==> config.mk <==
export PLATFORM = sky130hd
export DESIGN_NAME = fft_frame_buffer
export DESIGN_NICKNAME = d
export VERILOG_FILES = /design/src/rtl/fft_pkg.sv /design/src/rtl/fft_frame_buffer.sv
export SDC_FILE = /design/constraint.sdc
export NUM_CORES = 2
export LEC_CHECK = 0
export CAP_MARGIN = 20
export CORE_MARGIN = 10
export CORE_UTILIZATION = 32
export DETAILED_ROUTE_END_ITERATION = 8
export HOLD_SLACK_MARGIN = 0.05
export SETUP_SLACK_MARGIN = 0.2
export SLEW_MARGIN = 10
export SYNTH_ARGS = -nofsm -noshare
export SYNTH_HDL_FRONTEND = slang
export SYNTH_SLANG_ARGS = --single-unit
export TNS_END_PERCENT = 100
==> constraint.sdc <==
create_clock -name clk -period 35.4 [get_ports clk]
set_clock_uncertainty 0.2 [all_clocks]
set_input_delay 5.31 -clock clk [delete_from_list [all_inputs] [get_ports clk]]
set_output_delay 5.31 -clock clk [all_outputs]
set_load 0.05 [all_outputs]
==> src/rtl/fft_pkg.sv <==
// ============================================================================
// fft_pkg : shared constants and types for the 16-point FFT frame buffer
// Rev 1.0 : initial release
// ============================================================================
`default_nettype none

package fft_pkg;

  localparam int FFT_N        = 16;
  localparam int SAMPLE_W_DEF = 18;

  // Complex FFT input word: real part in the upper half, imaginary in the lower.
  typedef struct packed {
    logic signed [SAMPLE_W_DEF-1:0] re;
    logic signed [SAMPLE_W_DEF-1:0] im;
  } cplx_t;

  typedef enum logic [0:0] {
    ST_IDLE = 1'b0,
    ST_BUSY = 1'b1
  } state_t;

endpackage

`default_nettype wire

==> src/rtl/fft_frame_buffer.sv <==
// ============================================================================
// fft_frame_buffer : collects 16 real samples into a complex frame for the FFT,
// double-buffered, with overrun counting. Optional 50% overlap: FFT_FRAME_OVERLAP_EN.
// Rev 1.0 : initial release
// ============================================================================
`default_nettype none

module fft_frame_buffer
  import fft_pkg::*;
#(
  parameter int SAMPLE_W = SAMPLE_W_DEF,
  parameter int CNT_W    = 8
) (
  input  logic                       clk,
  input  logic                       reset,
  input  logic                       sample_valid,
  input  logic signed [SAMPLE_W-1:0] sample_in,
  input  logic                       fft_done,
  output logic [2*SAMPLE_W-1:0]      in0,
  output logic [2*SAMPLE_W-1:0]      in1,
  output logic [2*SAMPLE_W-1:0]      in2,
  output logic [2*SAMPLE_W-1:0]      in3,
  output logic [2*SAMPLE_W-1:0]      in4,
  output logic [2*SAMPLE_W-1:0]      in5,
  output logic [2*SAMPLE_W-1:0]      in6,
  output logic [2*SAMPLE_W-1:0]      in7,
  output logic [2*SAMPLE_W-1:0]      in8,
  output logic [2*SAMPLE_W-1:0]      in9,
  output logic [2*SAMPLE_W-1:0]      in10,
  output logic [2*SAMPLE_W-1:0]      in11,
  output logic [2*SAMPLE_W-1:0]      in12,
  output logic [2*SAMPLE_W-1:0]      in13,
  output logic [2*SAMPLE_W-1:0]      in14,
  output logic [2*SAMPLE_W-1:0]      in15,
  output logic                       start,
  output logic [CNT_W-1:0]           overrun_cnt,
  output logic [15:0]                frame_cnt
);

`ifdef FFT_FRAME_OVERLAP_EN
  localparam logic [4:0] c_RELOAD = 5'd8;
`else
  localparam logic [4:0] c_RELOAD = 5'd0;
`endif
  localparam logic [4:0] c_FULL = 5'(FFT_N);

  state_t                r_state;
  logic                  r_start;
  logic                  r_done_d;
  logic [4:0]            r_count;
  logic [SAMPLE_W-1:0]   r_shift [FFT_N];
  logic [2*SAMPLE_W-1:0] r_frame [FFT_N];
  logic [CNT_W-1:0]      r_overrun;
  logic [15:0]           r_frame_cnt;

  logic                  w_rise;
  logic                  w_full;
  logic                  w_fill_last;
  logic                  w_load;
  logic                  w_shift;
  logic                  w_drop;
  logic [4:0]            w_count_nxt;
  logic [SAMPLE_W-1:0]   w_shifted [FFT_N];

  assign w_rise      = fft_done & ~r_done_d;
  assign w_full      = (r_count == c_FULL);
  assign w_fill_last = sample_valid && (r_count == c_FULL - 5'd1);
  assign w_load      = (r_state == ST_IDLE) && (w_full || w_fill_last);
  // A full buffer only accepts a sample on the edge that empties it into the frame.
  assign w_shift     = sample_valid && (!w_full || w_load);
  assign w_drop      = sample_valid && w_full && !w_load;

  always_comb begin
    for (int k = 0; k < FFT_N - 1; k++) begin
      w_shifted[k] = r_shift[k+1];
    end
    w_shifted[FFT_N-1] = sample_in;
  end

  always_comb begin
    w_count_nxt = r_count;
    if (w_load) begin
      w_count_nxt = w_full ? (c_RELOAD + {4'd0, sample_valid}) : c_RELOAD;
    end else if (w_shift) begin
      w_count_nxt = r_count + 5'd1;
    end
  end

  always_ff @(posedge clk or posedge reset) begin
    if (reset) begin
      r_state     <= ST_IDLE;
      r_start     <= 1'b0;
      r_done_d    <= 1'b0;
      r_count     <= '0;
      r_overrun   <= '0;
      r_frame_cnt <= '0;
      for (int k = 0; k < FFT_N; k++) begin
        r_shift[k] <= '0;
        r_frame[k] <= '0;
      end
    end else begin
      r_done_d <= fft_done;
      r_count  <= w_count_nxt;
      if (w_shift) begin
        for (int k = 0; k < FFT_N; k++) begin
          r_shift[k] <= w_shifted[k];
        end
      end
      if (w_drop && (r_overrun != '1)) begin
        r_overrun <= r_overrun + CNT_W'(1);
      end
      // When the 16th sample arrives on the load edge, capture the post-shift view.
      if (w_load) begin
        for (int k = 0; k < FFT_N; k++) begin
          r_frame[k] <= {(w_full ? r_shift[k] : w_shifted[k]), {SAMPLE_W{1'b0}}};
        end
      end
      case (r_state)
        ST_IDLE: begin
          if (w_load) begin
            r_state     <= ST_BUSY;
            r_start     <= 1'b1;
            r_frame_cnt <= r_frame_cnt + 16'd1;
          end
        end
        ST_BUSY: begin
          if (w_rise) begin
            r_state <= ST_IDLE;
            r_start <= 1'b0;
          end
        end
        default: begin
          r_state <= ST_IDLE;
          r_start <= 1'b0;
        end
      endcase
    end
  end

  assign in0         = r_frame[0];
  assign in1         = r_frame[1];
  assign in2         = r_frame[2];
  assign in3         = r_frame[3];
  assign in4         = r_frame[4];
  assign in5         = r_frame[5];
  assign in6         = r_frame[6];
  assign in7         = r_frame[7];
  assign in8         = r_frame[8];
  assign in9         = r_frame[9];
  assign in10        = r_frame[10];
  assign in11        = r_frame[11];
  assign in12        = r_frame[12];
  assign in13        = r_frame[13];
  assign in14        = r_frame[14];
  assign in15        = r_frame[15];
  assign start       = r_start;
  assign overrun_cnt = r_overrun;
  assign frame_cnt   = r_frame_cnt;

endmodule

`default_nettype wire

==> results_dict.tcl <==
set metrics [dict create \
    grt_pass1_vias 17830 \
    overflow 0 \
    place.detailed.instances 3938 \
    ys_types 38 \
    min_period_over_period 0.2442 \
    synthArstFlopShare 1.000 \
    viasPerCell 4.573 \
    routed_wirelength_mm 76.35 \
    postSynthCellCount 2604 \
    coreArea_um2 84880 \
    cp-end-kind "async pin" \
    setup_viol 0 \
    rsz0062_at_grt "false" \
    clock_sinks 608 \
    critPathLaunchType "primary input" \
    wl_met3_mm 5.441 \
    route.met2.wl_mm 37.41 \
    cts_buffer_depth 3 \
    fin_cells 4069 \
    synth_edf_count 0 \
    layout-drive-gt1-share 0.1436 \
    wl_per_cell_um 18.76 \
    powerDensity_nw_per_um2 114.2 \
    finalNetCount 2898 \
    cts_made_buffers 74 \
    drc 0 \
    antenna_found_initial 1 \
    wl_met1_mm 31.99 \
    tightest_slew_ns 1.140 \
    outcome "finished, final reports clean" \
    vias 18610 \
    postCtsSetupBuffers 0 \
    initial_core_util 0.3216 \
    hp-class "reg -> reg" \
    cts_resized 0 \
    tritoncts "built" \
    synth_warnings 0 \
    die_area_um2 97390 \
    grt_pass1_wl_mm 116.4 \
    gp_congestion 0.7474 \
    die_x_um 312.1 \
    synth.avg_cell_area_um2 10.48 \
    synthesis.area_um2 27300 \
    crit_required_ns 35.80 \
    port_buffers 334 \
    ys_ff_latch 608 \
    area_growth_pct 20.12 \
    finalCriticalPeriod_ns 8.643 \
    worstSkewPairLatency_ns 0.61 \
    grt_max_degree 243 \
    clk_pin_slew_ns 0.05 \
    power_leakage_nw 14.12 \
    worstSetupPathType "in -> async" \
    die_y_um 312.1 \
    cap_viol_max_count 0 \
    final.setup.tns_ns 0 \
    relSlewSlack 0.2402 \
    drtIter0Drc 1169 \
    synth_flop_cell "dfrtp_1" \
    root_buffer "clkbuf_16" \
    rows 107 \
    htreeDepth 3 \
    boundaryPins 623 \
    max_freq_mhz 115.7 \
    drtPass1Iterations 7 \
    place_hpwl_mm 50.66 \
    hold_viol_final 0 \
    antenna_left 0 \
    vdd_drop_max_mv 0.06773 \
    worstPathArrival_ns 9.04 \
    synth_seq_area_share 0.5574 \
    drv_slew 0 \
    path_max_fanout 129 \
    top_layer_used "met5" \
    grtUsageTotal 0.1507 \
    cts-hold-fix-buffers 0 \
]
-- state kept, by name, summed over array words and instances (netlist names), 18 cells and up --
register,flops
in0,18
in1,18
in10,18
in11,18
in12,18
in13,18
in14,18
in15,18
in2,18
in3,18
in4,18
in5,18
in6,18
in7,18
in8,18
in9,18
r_shift,288
-- critical path, stage by stage --
cell and delay [ns]:
clkdlybuf4s50_1 0.49, inv_8 0.59, buf_4 0.75, buf_4 0.77, buf_4 0.81
-- routing by layer --
| layer | global-route usage | up-vias |
|---|---|---|
| met1 | 0.1895 | 9338 |
| met5 | 0 | - |
| met2 | 0.2481 | 448 |
| met4 | 0.03459 | 2 |
| li1 | - | 8720 |
| met3 | 0.05076 | 98 |
-- through the flow --
stage	utilization	total power, mW	worst slack (ns)	area [um^2]	hold slack [ns]
2_1_floorplan	-	2.435	12.87	28370	0.2536
3_3_place_gp	0.3573	2.995	25.93	30320	0.2610
3_5_place_dp	0.3573	3.019	25.95	30320	0.2663
4_1_cts	0.3859	3.793	26.62	32760	0.2730
5_1_grt	0.3863	3.964	26.27	32790	0.2919
6_report	0.3863	3.744	26.76	32790	0.2664
-- cell type report --
type / count / area [um^2]
tap: 1144 / 1431
multi-input combinational: 1827 / 10120
clock buffer: 97 / 2101
clock inverter: 32 / 334.1
antenna: 1 / 2.502
sequential: 608 / 15210
timing repair buffer: 354 / 3551
inverter: 6 / 30.03
fill: 8435 / 52090
-- cells in the mapped netlist, drive strengths merged, types with 2 or more instances --
cell	number	area, um^2
a21oi	4	20.02
a311oi	4	35.03
a31oi	291	1821
and3	3	18.77
and4	3	26.28
buf	410	2903
clkbuf	40	150.1
dfrtp	608	15210
ha	5	62.56
inv	6	22.52
mux2	292	3288
nand2	591	2228
nand3	9	45.04
nand4	6	37.54
nor2	295	1107
nor3	2	10.01
o21ai	2	10.01
xnor2	11	96.34
xor2	9	78.83
-- final timing paths --
| kind | slack, ns | cells after the start | start | endpoint |
|---|---|---|---|---|
| min in group asynchronous | 5.07 | 2 | reset | r_shift[114] |
| worst min-delay path | 0.27 | 1 | frame_cnt[15] | frame_cnt[15] |
| worst min register to register | 0.27 | 1 | frame_cnt[15] | frame_cnt[15] |
| max in group clk | 27.04 | 5 | sample_valid | frame_cnt[1] |
| worst max register to register | 31.17 | 6 | r_count[0] | frame_cnt[1] |
| worst max-delay path | 26.76 | 5 | reset | r_shift[272] |
-- logic make-up after synthesis --
| family | count (synthesis) | share of synthesized area |
|---|---|---|
| simple gates | 915 | 0.1294 |
| flops | 608 | 0.5574 |
| compound gates | 307 | 0.07123 |
| mux | 292 | 0.1205 |
| other cells | 1 | 0.0001374 |
| fa+ha+maj | 5 | 0.002292 |
| buf+inv | 456 | 0.1127 |
| xor+xnor | 20 | 0.006417 |
-- placed cells by master, fill, tap and decap left out, drive strengths merged, types with 2 or more instances in the layout --
cell and count:
dfrtp 608, nand2 591, clkdlybuf4s50 334, nor2 295, mux2 292, a31oi 291
conb 288, clkbuf 97, buf 20, clkinv 20, xnor2 11, inv 11
xor2 9, nand3 9, nand4 6, ha 5, a311oi 4, bufinv 4
a21oi 4, and4 3, and3 3, clkinvlp 3, nor3 2, o21ai 2
-- power breakdown --
part | switching, mW | total, mW | internal [mW]
Clock | 0.308 | 0.758 | 0.450
Sequential | 0.313 | 1.33 | 1.02
Combinational | 1.09 | 1.65 | 0.563
Total | 1.71 | 3.74 | 2.04
No activity file was read; power rests on OpenSTA's default activity.
